## src/rtl/player_move.sv

```systemverilog
// rtl/player_move.sv - per-player tile-grid movement controller with bomb-drop requests
//
// Advances one player's sprite position by SPEED pixels per frame_tick. A step into
// a new tile first asks the map block (query_req/query_ack) whether that tile is blocked.
// Ports:
//   clk, reset                  single clock, synchronous active-high reset
//   up, down, left, right, drop held-key levels from the keyboard decoder
//   game_over, new_game         game-state levels (freeze / rising-edge restart)
//   frame_tick                  one-cycle pulse per video frame
//   query_req, query_tx/ty      tile-blocked query toward the map block
//   query_ack, query_blocked    query answer, valid together
//   pos_x, pos_y                sprite top-left pixel
//   facing, moving              direction (0 up, 1 down, 2 left, 3 right) and step activity
//   bomb_drop, bomb_tx/ty       one-cycle bomb request with its nearest tile
module player_move #(
    parameter int TILE     = 32,
    parameter int GRID_W   = 13,
    parameter int GRID_H   = 11,
    parameter int START_TX = 1,
    parameter int START_TY = 1,
    parameter int SPEED    = 2
) (
    input  logic       clk,
    input  logic       reset,
    input  logic       up,
    input  logic       down,
    input  logic       left,
    input  logic       right,
    input  logic       drop,
    input  logic       game_over,
    input  logic       new_game,
    input  logic       frame_tick,
    output logic       query_req,
    output logic [3:0] query_tx,
    output logic [3:0] query_ty,
    input  logic       query_ack,
    input  logic       query_blocked,
    output logic [8:0] pos_x,
    output logic [8:0] pos_y,
    output logic [1:0] facing,
    output logic       moving,
    output logic       bomb_drop,
    output logic [3:0] bomb_tx,
    output logic [3:0] bomb_ty
);

    localparam int         SHIFT      = $clog2(TILE);
    localparam logic [8:0] START_X    = 9'(START_TX * TILE);
    localparam logic [8:0] START_Y    = 9'(START_TY * TILE);
    localparam logic [8:0] MAX_X      = 9'((GRID_W - 1) * TILE);
    localparam logic [8:0] MAX_Y      = 9'((GRID_H - 1) * TILE);
    localparam logic [8:0] STEP_PX    = 9'(SPEED);
    localparam logic [8:0] ALIGN_MASK = 9'(TILE - 1);
    localparam logic [3:0] LAST_TX    = 4'(GRID_W - 1);
    localparam logic [3:0] LAST_TY    = 4'(GRID_H - 1);

    localparam logic [1:0] DIR_UP    = 2'd0;
    localparam logic [1:0] DIR_DOWN  = 2'd1;
    localparam logic [1:0] DIR_LEFT  = 2'd2;
    localparam logic [1:0] DIR_RIGHT = 2'd3;

    typedef enum logic [1:0] {IDLE, QUERY, STEP} state_t;

    state_t     state;
    logic       drop_q;
    logic       new_game_q;

    logic       aligned;
    logic [3:0] cur_tx;
    logic [3:0] cur_ty;
    logic       drop_rise;
    logic       new_game_rise;
    logic [9:0] centre_x;
    logic [9:0] centre_y;

    logic       key_held;
    logic [1:0] key_dir;
    logic [3:0] tgt_tx;
    logic [3:0] tgt_ty;
    logic       tgt_ok;

    assign aligned       = ((pos_x & ALIGN_MASK) == 9'd0) && ((pos_y & ALIGN_MASK) == 9'd0);
    assign cur_tx        = 4'(pos_x >> SHIFT);
    assign cur_ty        = 4'(pos_y >> SHIFT);
    assign drop_rise     = drop && !drop_q && !game_over;
    assign new_game_rise = new_game && !new_game_q;
    // Half a tile of bias turns the truncating shift into nearest-tile rounding.
    assign centre_x      = {1'b0, pos_x} + 10'(TILE / 2);
    assign centre_y      = {1'b0, pos_y} + 10'(TILE / 2);

    // Direction priority up > down > left > right, and the neighbour tile it targets.
    // tgt_ok is low when that neighbour lies outside the grid.
    always_comb begin
        key_held = up || down || left || right;
        key_dir  = DIR_RIGHT;
        tgt_tx   = cur_tx;
        tgt_ty   = cur_ty;
        tgt_ok   = 1'b0;
        if (up) begin
            key_dir = DIR_UP;
            tgt_ty  = cur_ty - 4'd1;
            tgt_ok  = (cur_ty != 4'd0);
        end else if (down) begin
            key_dir = DIR_DOWN;
            tgt_ty  = cur_ty + 4'd1;
            tgt_ok  = (cur_ty != LAST_TY);
        end else if (left) begin
            key_dir = DIR_LEFT;
            tgt_tx  = cur_tx - 4'd1;
            tgt_ok  = (cur_tx != 4'd0);
        end else if (right) begin
            key_dir = DIR_RIGHT;
            tgt_tx  = cur_tx + 4'd1;
            tgt_ok  = (cur_tx != LAST_TX);
        end
    end

    always_ff @(posedge clk) begin
        if (reset) begin
            state      <= IDLE;
            pos_x      <= START_X;
            pos_y      <= START_Y;
            facing     <= DIR_DOWN;
            moving     <= 1'b0;
            query_req  <= 1'b0;
            query_tx   <= 4'd0;
            query_ty   <= 4'd0;
            bomb_drop  <= 1'b0;
            bomb_tx    <= 4'd0;
            bomb_ty    <= 4'd0;
            drop_q     <= 1'b0;
            new_game_q <= 1'b0;
        end else begin
            drop_q     <= drop;
            new_game_q <= new_game;

            // Bomb requests run independently of the movement FSM.
            bomb_drop <= drop_rise;
            if (drop_rise) begin
                bomb_tx <= 4'(centre_x >> SHIFT);
                bomb_ty <= 4'(centre_y >> SHIFT);
            end

            if (new_game_rise) begin
                state     <= IDLE;
                pos_x     <= START_X;
                pos_y     <= START_Y;
                facing    <= DIR_DOWN;
                moving    <= 1'b0;
                query_req <= 1'b0;
            end else begin
                case (state)
                    IDLE: begin
                        if (game_over) begin
                            moving <= 1'b0;
                        end else if (frame_tick) begin
                            if (!aligned) begin
                                // A started move always finishes on the next tile.
                                state <= STEP;
                            end else if (key_held) begin
                                facing <= key_dir;
                                if (tgt_ok) begin
                                    query_tx  <= tgt_tx;
                                    query_ty  <= tgt_ty;
                                    query_req <= 1'b1;
                                    state     <= QUERY;
                                end else begin
                                    moving <= 1'b0;
                                end
                            end else begin
                                moving <= 1'b0;
                            end
                        end
                    end
                    QUERY: begin
                        if (query_ack) begin
                            query_req <= 1'b0;
                            // A free answer that lands during game_over is discarded.
                            if (query_blocked || game_over) begin
                                moving <= 1'b0;
                                state  <= IDLE;
                            end else begin
                                state <= STEP;
                            end
                        end
                    end
                    STEP: begin
                        state <= IDLE;
                        if (game_over) begin
                            moving <= 1'b0;
                        end else begin
                            moving <= 1'b1;
                            case (facing)
                                DIR_UP:    pos_y <= (pos_y < STEP_PX) ? 9'd0 : pos_y - STEP_PX;
                                DIR_DOWN:  pos_y <= (pos_y >= MAX_Y - STEP_PX) ? MAX_Y : pos_y + STEP_PX;
                                DIR_LEFT:  pos_x <= (pos_x < STEP_PX) ? 9'd0 : pos_x - STEP_PX;
                                DIR_RIGHT: pos_x <= (pos_x >= MAX_X - STEP_PX) ? MAX_X : pos_x + STEP_PX;
                            endcase
                        end
                    end
                    default: state <= IDLE;
                endcase
            end
        end
    end

endmodule

```

## config.mk

```make
export PLATFORM = sky130hd
export DESIGN_NAME = player_move
export DESIGN_NICKNAME = d
export VERILOG_FILES = /design/src/rtl/player_move.sv
export SDC_FILE = /design/constraint.sdc
export NUM_CORES = 1
export LEC_CHECK = 0
export CAP_MARGIN = 30
export CORE_MARGIN = 2
export CORE_UTILIZATION = 45
export DETAILED_ROUTE_END_ITERATION = 8
export PLACE_DENSITY = 0.66
export SLEW_MARGIN = 20
export SYNTH_ARGS = -nofsm -noshare
export SYNTH_HDL_FRONTEND = slang
export SYNTH_SLANG_ARGS = --single-unit
```

## constraint.sdc

```tcl
create_clock -name clk -period 2.4 [get_ports clk]
set_input_delay 0.48 -clock clk [delete_from_list [all_inputs] [get_ports clk]]
set_output_delay 0.48 -clock clk [all_outputs]
set_load 0.005 [all_outputs]
```

======== Word level (Yosys, flattened, before mapping) ========
Index checks and enable logic that the tools add are counted.
word-level totals
  RAM bits ................................ 0
  bits in latches ......................... 0
  register bits after elaboration ......... 43
  output and inout port bits .............. 39
  logic and storage cells ................. 120
  memories kept ........................... 0
  input port bits ......................... 12
  bits in read-only memories .............. 0
operators by class
  add/subtract/negate cells ............... 10
  shifts and indexed selects .............. 0
  div/mod/pow operators ................... 0
  bitwise operators ....................... 2
  multiplexer cells ....................... 43
  reduce and logical (&&, ||, !) cells .... 29
  magnitude comparators ................... 4
  $mul .................................... 0
  equality and inequality tests ........... 19
operators with widths
  operator               number
  $mux W9                4
  $pmux W9 S2            2
  $mux W4                6
  $mux W1                19
  $add A9 B2 Y9 const B  2
  $add A9 B5 Y9 const B  2
  $ge A9 B9 Y1 const B   2
  $logic_not A9 Y1       2
  $lt A9 B2 Y1 const B   2
  $mux W2                9
  $sub A9 B2 Y9 const B  2
  $ne A2 B2 Y1 const B   7
  $reduce_and A7 Y1      2
  $ne A3 B3 Y1 const B   4
  $ne A4 B4 Y1 const B   3
  $reduce_and A5 Y1      2
  $add A4 B1 Y4 const B  2
  $reduce_bool A4 Y1     2
  $sub A4 B1 Y4 const B  2
  $eq A2 B2 Y1 const B   3
  $reduce_and A3 Y1      2
  $reduce_and A6 Y1      1
  $reduce_bool A2 Y1     3
  $eq A2 B1 Y1 const B   2
  10 further kinds       20

======== Logic depth before layout (Yosys ltp) ========
Gate-level depths: netlist of run 1.
  word-level depth ........................ 11
  depth in mapped cells ................... 9
  gate-level depth less buffers ........... 7

======== Worst setup path after synthesis of run 1 ========
No wires, ideal clock.
  path kind ............................... reg-to-reg
  from .................................... register pos_y[6]
  to ...................................... register query_tx[0]
  cell stages (with the launch flop) ...... 10
  required time ........................... 2.272 ns
  arrival ................................. 2.112 ns
  setup slack ............................. 0.161 ns
  setup time .............................. 0.128 ns
  path through ............................ dfxtp_1 -> clkbuf_1 -> inv_1 -> ha_1 -> or3b_1 -> a222oi_1 -> a211o_1 -> buf_6 -> mux2i_1 -> nor2_1
between the ends
  longest elaborated chain between the ends .. 4
  elaborated cells between the ends (all ways) .. 5
  classes of those cells .................. eq/ne (1); mux (2); reduce/logical (2)
ends and longest elaborated chain
  what                           RTL line  source
  from (decl)                    39        output logic [8:0] pos_y,
  from (signal assigned)         194       DIR_UP: pos_y <= (pos_y < STEP_PX) ? 9'd0 : pos_y - STEP_PX;
  from (signal assigned)         195       DIR_DOWN: pos_y <= (pos_y >= MAX_Y - STEP_PX) ? MAX_Y : pos_y + STEP_PX;
  $ne A4 B4 Y1                   106       tgt_ok = (cur_ty != LAST_TY);
  $mux W1                        103       end else if (down) begin
  $mux W1 *                      99        if (up) begin
  $reduce_and A7 Y1 (no line) *  n/a
  to (signal assigned)           163       query_tx <= tgt_tx;
  to (decl)                      34        output logic [3:0] query_tx,
Every way passes the cells marked *; elsewhere a longest branch is shown, timed or not.
A chain may end at the register's enable or synchronous reset.

======== Final worst setup path of run 1 ========
  from .................................... register pos_y[6]
  to ...................................... register query_tx[3]
Same word-level chain as after synthesis.

==> metrics, run 1 <==
Layout fillers=614; Reg2Reg Setup Slack=200 ps; CTS Hold Buffers Added=0; Achievable Freq=0.4537 GHz; DP HPWL=5849 um; worst skew pair latency=300 ps; Syn Area/Cell=7.895 sq um; routed vias=2965; Setup crit start kind=flip-flop; fin area=3766 sq um; CP Max Fanout=4; GPL Wtd Cong=0.9417; Synth Flop Type=dfxtp_1; commonest non-fill, non-tap cell in the layout=clkdlybuf4s50_1; most frequent cells in the layout=48 x clkdlybuf4s50_1, 43 x buf_4, 41 x dfxtp_1; row count=29; H-tree depth=2; first-pass GRT wire length=13730 um; XOR/XNOR Fraction of Synth Area=3.919%; min Tclk post-route=2204 ps; Compound-Gate Fraction of Synth Area=20.80%; Tcrit/Tclk final=91.84%; Critical Path AT=2400 ps; Post-route DRC=0; clock slew seen by the registers of the worst setup and hold paths=90 ps; Worst setup EP type=flip-flop; synthesized instance count=368; Sink Count=41; die area=7115 sq um; vias in the first global route=2932; Placed Area=3636 sq um; Final Power=1.496 mW; adder-cell area share of the yosys netlist=6.891%; All-Layer GR Usage=23.15%; Setup Skew=9.712 ps; Post-Route WL=8032 um; area of the core=6314 sq um; GRT overflow=0; hold slack=478.7 ps; YS warnings=0; status=complete, no violations; cell depth of the worst flop-to-flop path=8; pwr dens=397.2 nW/um^2; Worst Hold End=moving; PortBufs=48; Post-Synth Simple-Gate Area=28.73%; synthesis-to-finish area growth=29.63%; Unique masters post-synth=62; Seq cells post-synth=41; final std cells w/o fill=513; number of enable flip-flop cells after synthesis=0; CTS buffer count=5; clk buf depth=2; Starting Density=46.02%; number of antenna diodes=0; CTS tree=yes; fraction of registers with async set/reset=0%; maximum capacitance violations=0; crit path kind=reg2reg; die span in y=84.35 um; register area share after synthesis=28.25%; Final Hold Fails=0; largest family of logic cells by synthesized area=simple AND/OR/NAND/NOR gates; Vias/cell=5.780; DR iter-0 viols=129; # setup viols final=0; RSZ-0062 raised after global routing=no; P_leak=1.477 nW; final slew viol count=0; layout cells sized above 1=14.68%; hold path startpoint=moving; largest net degree at the start of global routing=22; peak supply drop=0.3033 mV; HP Class=reg2reg; RR Endpoint=query_tx[3]; initial antenna violation count=0; root buffer selected by CTS=clkbuf_8; Routed Antenna Nets=0; Req. time, crit path=2600 ps; final net count=463; DIE WIDTH=84.35 um; RR Startpoint=pos_y[6]; Initial DRT Pass Iterations=4; IO Count=51; routed len/inst=15.66 um; dpl cells=504; Mapped Area=2905 sq um; mux share of post-synthesis cell area=3.790%; Hold Path Depth=2
-- stage by stage --
step,setup TNS [ps],worst slack [ps],utilization (%)
detailed placement,-46.47,-14.76,57.59
CTS,0,135.6,59.49
global placement,-177.2,-30.66,57.59
floorplan,0,160.8,-
global route,0,35.36,59.65
finish,0,195.8,59.65
-- worst max-delay path by stage --
stage / from / to / depth (start not counted)
floorplan: pos_y[6] / query_tx[0] / 9
global placement: frame_tick / query_ty[2] / 8
detailed placement: up / query_ty[3] / 8
CTS: pos_y[6] / query_ty[3] / 8
global route: pos_y[6] / query_ty[3] / 8
finish: pos_y[6] / query_tx[3] / 8
-- power breakdown --
part	internal (mW)	switching, mW	leakage (nW)
sequential	0.695	0.00928	0.333
combinational	0.0960	0.0854	1.09
clock	0.339	0.272	0.0574
-- critical path, cell delays in order (launching register included) --
cell and delay [ps]:
dfxtp_1 320, inv_1 140, ha_1 190, or3b_4 410, a222oi_1 410, a211o_1 240
buf_4 150, mux2i_1 190, nor2_1 50
-- cells by family (layout without fill, tap and decap cells) --
logic type,Yosys count,in the layout
XOR/XNOR,13,13
adder cells (fa/ha/maj),16,16
AO/OA/AOI/OAI,91,91
flip-flops,41,41
AND/OR/NAND/NOR,149,149
multiplexers,11,11
buffers and inverters,46,113
other,1,2
-- flip-flops by register name (all words and copies together), names as in the netlist --
signal      cells
drop_q          1
bomb_drop       1
bomb_ty         4
pos_y           8
state           2
pos_x           8
facing          2
new_game_q      1
bomb_tx         4
query_ty        4
query_req       1
query_tx        4
moving          1
-- Yosys cell counts (all sizes together), types with 3 or more instances --
| master | n | area [sq um] |
|---|---|---|
| or2 | 3 | 18.77 |
| buf | 15 | 101.3 |
| nand3b | 6 | 45.04 |
| nand4 | 6 | 37.54 |
| nand3 | 12 | 60.06 |
| ha | 16 | 200.2 |
| inv | 14 | 52.55 |
| or3b | 3 | 26.28 |
| a22oi | 5 | 37.54 |
| xor2 | 7 | 61.31 |
| nor3b | 7 | 62.56 |
| a21oi | 20 | 100.1 |
| nor2b | 11 | 68.82 |
| nand2b | 3 | 18.77 |
| mux2i | 11 | 110.1 |
| and3 | 8 | 50.05 |
| or4 | 3 | 22.52 |
| o21ai | 22 | 110.1 |
| nor4 | 3 | 46.29 |
| nor3 | 12 | 60.06 |
| xnor2 | 6 | 52.55 |
| a211oi | 7 | 52.55 |
| nand2 | 28 | 105.1 |
| dfxtp | 41 | 820.8 |
| a31oi | 8 | 50.05 |
| clkbuf | 17 | 63.81 |
| and2 | 6 | 37.54 |
| nor4b | 3 | 32.53 |
| nor2 | 33 | 126.4 |
-- final cells by class --
class                           count  area, sq um  area share [%]
Timing Repair Buffer               91        803.3           21.33
Multi-Input combinational cell    282         1873           49.73
Inverter                           14        52.55           1.395
Clock inverter                      2        37.54          0.9967
Tap cell                           77        96.34           2.558
Sequential cell                    41        820.8           21.79
Clock buffer                        6        82.58           2.193
-- routing by layer --
layer	vias to the layer above	share of wire (%)	GRT usage [%]
li1	1450	-	-
met1	1423	45	30.48
met2	82	49	39.18
met3	10	5.1	3.540
met4	0	1.3	7.071
met5	-	0	0
-- what timing repair did --
action,4_1_cts,5_1_grt
endpoints found under the setup margin,0,5
gates resized for setup,0,1
setup buffers,0,1
No activity file was read; power rests on OpenSTA's default activity.
==> run 2, diff against run 1 <==
- CTS_CLUSTER_DIAMETER: not set -> 80
- GPL_TIMING_DRIVEN: not set -> 0
- SKIP_CTS_REPAIR_TIMING: not set -> 1
==> run 2 against run 1 <==
Against the previous run:
- non-clock buffer count down 9
- combinational power down 8%
- sequential power about the same
- first-iteration DRC count up 6.2%
- via count down 2.1%
- critical path depth down 1
- maximum frequency down 5.5%
- total power down 11%
- clock power down 25%
- global-route usage down 0.85 points
- register-to-register slack worse by 80 ps
- core utilization down 2.0 points
- critical path type is now in2reg
- critical endpoint is now query_tx[1]
- highest routed layer unchanged
==> metrics, run 2 (synthesis gave the netlist of run 1 again) <==
most frequent cells in the layout=46 x clkdlybuf4s50_1, 37 x dfxtp_1, 32 x nor2_1; clock slew seen by the registers of the worst setup and hold paths=80 ps (about the same); Final Hold Fails=0 (unchanged); most frequent CP cell=buf_4; RR Endpoint=query_tx[2]; clock network power share=34.6% (-6.2 points); Post-Route WL=7959 um (-0.91%); switching part of the total power=26.60% (+2.1 points); Reg power frac=52.8% (+5.7 points); final slew viol count=0 (unchanged); Post-route DRC=0 (unchanged); Sink Count=41 (unchanged); Req. time, crit path=2610 ps (about the same); Reg2Reg Setup Slack=120 ps (-80 ps); CTS tree=yes; Setup crit start kind=input port; fin area=3640 sq um (-3.4%); Initial DRT Pass Iterations=5 (+1); Pint=0.9737 mW (-14%); pwr dens=364.5 nW/um^2 (-8.2%); Largest regs=pos_x: 8 flops, pos_y: 8 flops; routed vias=2903 (-2.1%); Tcrit/Tclk final=97.14% (+5.3 points); GPL Wtd Cong=0.9065 (-3.7%); initial antenna violation count=0 (unchanged); cells along the critical path=clkdlybuf4s50_1 > nor4b_4 > nand2_1 > a211o_1 > buf_4 > buf_4 > o41ai_2; post-layout util=57.65% (-2.0 points); DR iter-0 viols=137 (+6.2%); die span in y=84.35 um (unchanged); PortBufs=47 (-2.1%); final net count=454 (-1.9%); # setup viols final=0 (unchanged); FF/Latch Area=828.3 sq um (+0.91%); biggest cell delay along the critical path=560 ps (+150 ps); Achievable Freq=0.4289 GHz (-5.5%); Routed Antenna Nets=0 (unchanged); row count=29 (unchanged); Hold Path Depth=2 (unchanged); worst slew pin tran=836.1 ps; Slew HR=44.06%; Critical Path AT=2540 ps (+140 ps); Placed Area=3476 sq um (-4.4%); peak supply drop=0.2349 mV (-23%); Vias/cell=5.760 (-0.34%); Buf/Inv on CP=3 (+1); synthesis-to-finish area growth=25.28%; H-tree depth=2 (unchanged); cell family with most CP delay=buffers and inverters; Comb pwr share=12.6% (+0.5 points); All-Layer GR Usage=22.30% (-0.85 points); commonest non-fill, non-tap cell in the layout=clkdlybuf4s50_1; status=complete, no violations; area of the core=6314 sq um (unchanged); HP Class=reg2reg; Multi-input gate area=1902 sq um (+1.5%); Worst Hold End=moving; Psw=0.3529 mW (-3.7%); largest net degree at the start of global routing=14 (-36%); routed len/inst=15.79 um (+0.86%); first-pass GRT wire length=13140 um (-4.3%); Starting Density=46.02% (unchanged); hold path startpoint=moving; clk buf depth=2 (unchanged); RR Startpoint=pos_y[6]; CP Max Fanout=8 (+4); Layout fillers=604 (-1.6%); GRT overflow=0 (unchanged); Worst setup EP type=flip-flop; Setup Skew=12.34 ps (+2.626 ps); die area=7115 sq um (unchanged); cell depth of the worst flop-to-flop path=9 (+1); worst skew pair latency=300 ps (about the same); number of antenna diodes=0 (unchanged); P_leak=1.381 nW (-6.5%); root buffer selected by CTS=clkbuf_8; crit path max-delay cell type=clkdlybuf4s50_1; min Tclk post-route=2331 ps (+127.2 ps); DIE WIDTH=84.35 um (unchanged); IO Count=51 (unchanged); maximum capacitance violations=0 (unchanged); CTS buffer count=5 (unchanged); DP HPWL=5841 um (-0.14%); vias in the first global route=2750 (-6.2%); layout cells sized above 1=11.48% (-3.2 points); crit path kind=in2reg
run 2: cell count changes in the layout (fill, tap and decap cells not counted), sizes merged:
cell,previous run,this run
buf,43,20
bufinv,1,0
clkbuf,6,20
clkdlybuf4s50,48,46
clkinv,0,2
dlymetal6s2s,0,1
run 2: per-layer routing:
metal	global-route usage, %	routed length, um
met1	29.49	3556
met2	38.02	3891
met3	3.638	409
met4	5.628	102
met5	0	0
run 2: metrics by stage:
stage               setup slack, ps  instances  hold WS, ps  total power, mW  TNS (ps)
floorplan                     160.8        369        454.9           0.8063         0
detailed placement           -217.4        493        460.7           0.8780     -1621
global route                 -20.27        504        493.2            1.386    -66.03
CTS                          -214.2        501        474.1            1.340     -1788
finish                        68.62        504        474.3            1.327         0
global placement             -148.1        493        452.3           0.8776     -1200
run 2: power groups by stage:
stage | registers (mW) | logic [mW] | clock network, mW
finish | 0.701 | 0.167 | 0.459
global route | 0.703 | 0.182 | 0.501
CTS | 0.702 | 0.161 | 0.477
detailed placement | 0.718 | 0.160 | 0
global placement | 0.718 | 0.160 | 0
floorplan | 0.719 | 0.0877 | 0
run 2: cell type report:
class	count	area share [%]
Clock buffer	5	1.891
Tap cell	77	2.647
Inverter	14	1.513
Buffer	31	4.641
Timing Repair Buffer	51	13.82
Sequential cell	41	22.76
Clock inverter	3	0.4813
Multi-Input combinational cell	282	52.25
run 2: worst max path at each step:
stage | start | cells past startpoint | endpoint | slack (ps)
2_1_floorplan | pos_y[6] | 9 | query_tx[0] | 160
3_3_place_gp | up | 7 | query_tx[1] | -150
3_5_place_dp | up | 7 | query_tx[1] | -220
4_1_cts | pos_y[6] | 9 | query_tx[2] | -210
5_1_grt | pos_y[5] | 8 | query_ty[0] | -20
6_report | left | 7 | query_tx[1] | 70
run 2: tightest hold or removal path, cell delays in order, from the launching register on:
cell and delay, ps:
dfxtp_1 330, nand2_1 60, a21oi_1 50
==> run 3, diff against run 2 <==
- CORE_ASPECT_RATIO: not set -> 0.9
==> run 3 against run 2 <==
Against the previous run:
- flip-flop and latch count did not move
- final cell count increased by 2.0%
- hold slack worse by 3.1 ps
- first-iteration DRC count is 89% higher
- non-clock buffer count stayed put
- clock power is essentially flat
==> metrics, run 3 (synthesis gave the netlist of run 1 again) <==
die area=7116 sq um (about the same); Reg2Reg Setup Slack=120 ps (about the same); Worst Hold End=moving; commonest non-fill, non-tap cell in the layout=clkdlybuf4s50_1; Post-route DRC=0 (unchanged); Comb pwr share=12.6% (about the same); DIE WIDTH=88.70 um (+5.2%); worst slew pin tran=812.7 ps (-23.33 ps); largest net degree at the start of global routing=14 (unchanged); Setup TNS Final=0 ps (unchanged); crit path kind=reg2reg; cell depth of the worst flop-to-flop path=7 (-2); Initial DRT Pass Iterations=5 (unchanged); IO Count=51 (unchanged); worst skew pair latency=290 ps (about the same); Post-Route WL=8199 um (+3.0%); M1 wire length=4123 um (+16%); hold path startpoint=moving; routed vias=2929 (+0.90%); maximum capacitance violations=0 (unchanged); Tcrit/Tclk final=95.05% (-2.1 points); vias in the first global route=2764 (+0.51%); clock network power share=34.5% (about the same); P_leak=1.381 nW (about the same); Pint=0.9753 mW (+0.17%); RR Endpoint=pos_y[2]; Largest regs=pos_x: 8 flops, pos_y: 8 flops; most frequent cells in the layout=46 x clkdlybuf4s50_1, 37 x dfxtp_1, 32 x nor2_1; clock slew seen by the registers of the worst setup and hold paths=80 ps (about the same); area of the core=6182 sq um (-2.1%); die span in y=80.23 um (-4.9%); row count=27 (-6.9%); CTS buffer count=5 (unchanged); CP Max Fanout=8 (unchanged); CTS tree=yes; metal3 WL=485 um (+19%); Worst setup EP type=flip-flop; layout cells sized above 1=11.94% (+0.47 points); HP Class=reg2reg; final slew viol count=0 (unchanged); min Tclk post-route=2281 ps (-50.27 ps); Starting Density=46.99% (+0.98 points); Vias/cell=5.698 (-1.1%); WL met2=3495 um (-10%); # setup viols final=0 (unchanged); Psw=0.3528 mW (about the same); first-pass GRT wire length=13430 um (+2.3%); GPL Wtd Cong=0.8921 (-1.6%); Layout fillers=572 (-5.3%); synthesis-to-finish area growth=25.80%; All-Layer GR Usage=24.03% (+1.7 points); pwr dens=363.4 nW/um^2 (-0.29%); PortBufs=47 (unchanged); routed len/inst=15.95 um (+1.0%); Routed Antenna Nets=0 (unchanged); DP HPWL=6013 um (+2.9%); Critical Path AT=2440 ps (-100 ps); Sink Count=41 (unchanged); Req. time, crit path=2560 ps (-50 ps); clk buf depth=2 (unchanged); H-tree depth=2 (unchanged); final net count=454 (unchanged); Setup Skew=6.084 ps (-6.254 ps); post-layout util=59.12% (+1.5 points); GRT overflow=0 (unchanged); peak supply drop=0.3600 mV (+53%); root buffer selected by CTS=clkbuf_8; Reg power frac=52.9% (about the same); DR iter-0 viols=259 (+89%); RR Startpoint=pos_y[1]; Final Hold Fails=0 (unchanged); Slew HR=45.37% (+1.3 points); Achievable Freq=0.4384 GHz (+2.2%); Hold Path Depth=2 (unchanged); initial antenna violation count=0 (unchanged); status=complete, no violations; number of antenna diodes=0 (unchanged); Max Used Layer=met4; switching part of the total power=26.56% (-0.035 points); Setup crit start kind=flip-flop
[run 3: worst max-delay path, stage by stage, from the launching register on]
cell      delay, ps
dfxtp_1         390
inv_1           100
ha_1            220
or3b_2          500
o21ai_0         560
o21ai_0         150
a21oi_1         160
a211oi_1         60
[run 3: final cells by class]
class,count,area [sq um],area share (%)
inverter,14,55.05,1.506
multi-input combinational,282,1911,52.28
tap,87,108.9,2.978
buffer,32,172.7,4.724
timing repair buffer,50,495.5,13.56
clock buffer,5,68.82,1.883
clock inverter,3,17.52,0.4793
sequential,41,825.8,22.59
[run 3: worst max path at each step]
stage / start / to / slack [ps] / cells past startpoint
after floorplan: pos_y[6] / query_tx[0] / 160 / 9
after global placement: up / query_tx[1] / -160 / 7
after detailed placement: up / query_tx[1] / -170 / 7
after CTS: pos_y[6] / query_ty[1] / -160 / 9
after global routing: pos_x[6] / query_ty[1] / -20 / 9
final: pos_y[1] / pos_y[2] / 120 / 7
[run 3: through the flow]
step / power, mW / std cells / setup slack (ps) / hold WS, ps / instance area [sq um]
floorplan: 0.8063 / 369 / 160.8 / 454.9 / 2909
global placement: 0.8766 / 503 / -164.5 / 450.8 / 3488
detailed placement: 0.8772 / 503 / -171.9 / 457.2 / 3488
CTS: 1.340 / 511 / -157.8 / 476.4 / 3575
global route: 1.394 / 514 / -23.69 / 487.5 / 3655
finish: 1.328 / 514 / 118.9 / 471.2 / 3655
[run 3: layer usage]
| layer | vias up | GRT usage (%) |
|---|---|---|
| li1 | 1439 | - |
| met1 | 1381 | 35.44 |
| met4 | 0 | 5.758 |
| met3 | 8 | 3.597 |
| met2 | 101 | 36.42 |
| met5 | - | 0 |
[run 3: power by group through the flow]
stage | clock (mW) | sequential (mW) | combinational [mW]
finish | 0.459 | 0.702 | 0.168
global route | 0.507 | 0.704 | 0.183
CTS | 0.478 | 0.702 | 0.160
detailed placement | 0 | 0.718 | 0.159
global placement | 0 | 0.718 | 0.159
floorplan | 0 | 0.719 | 0.0877
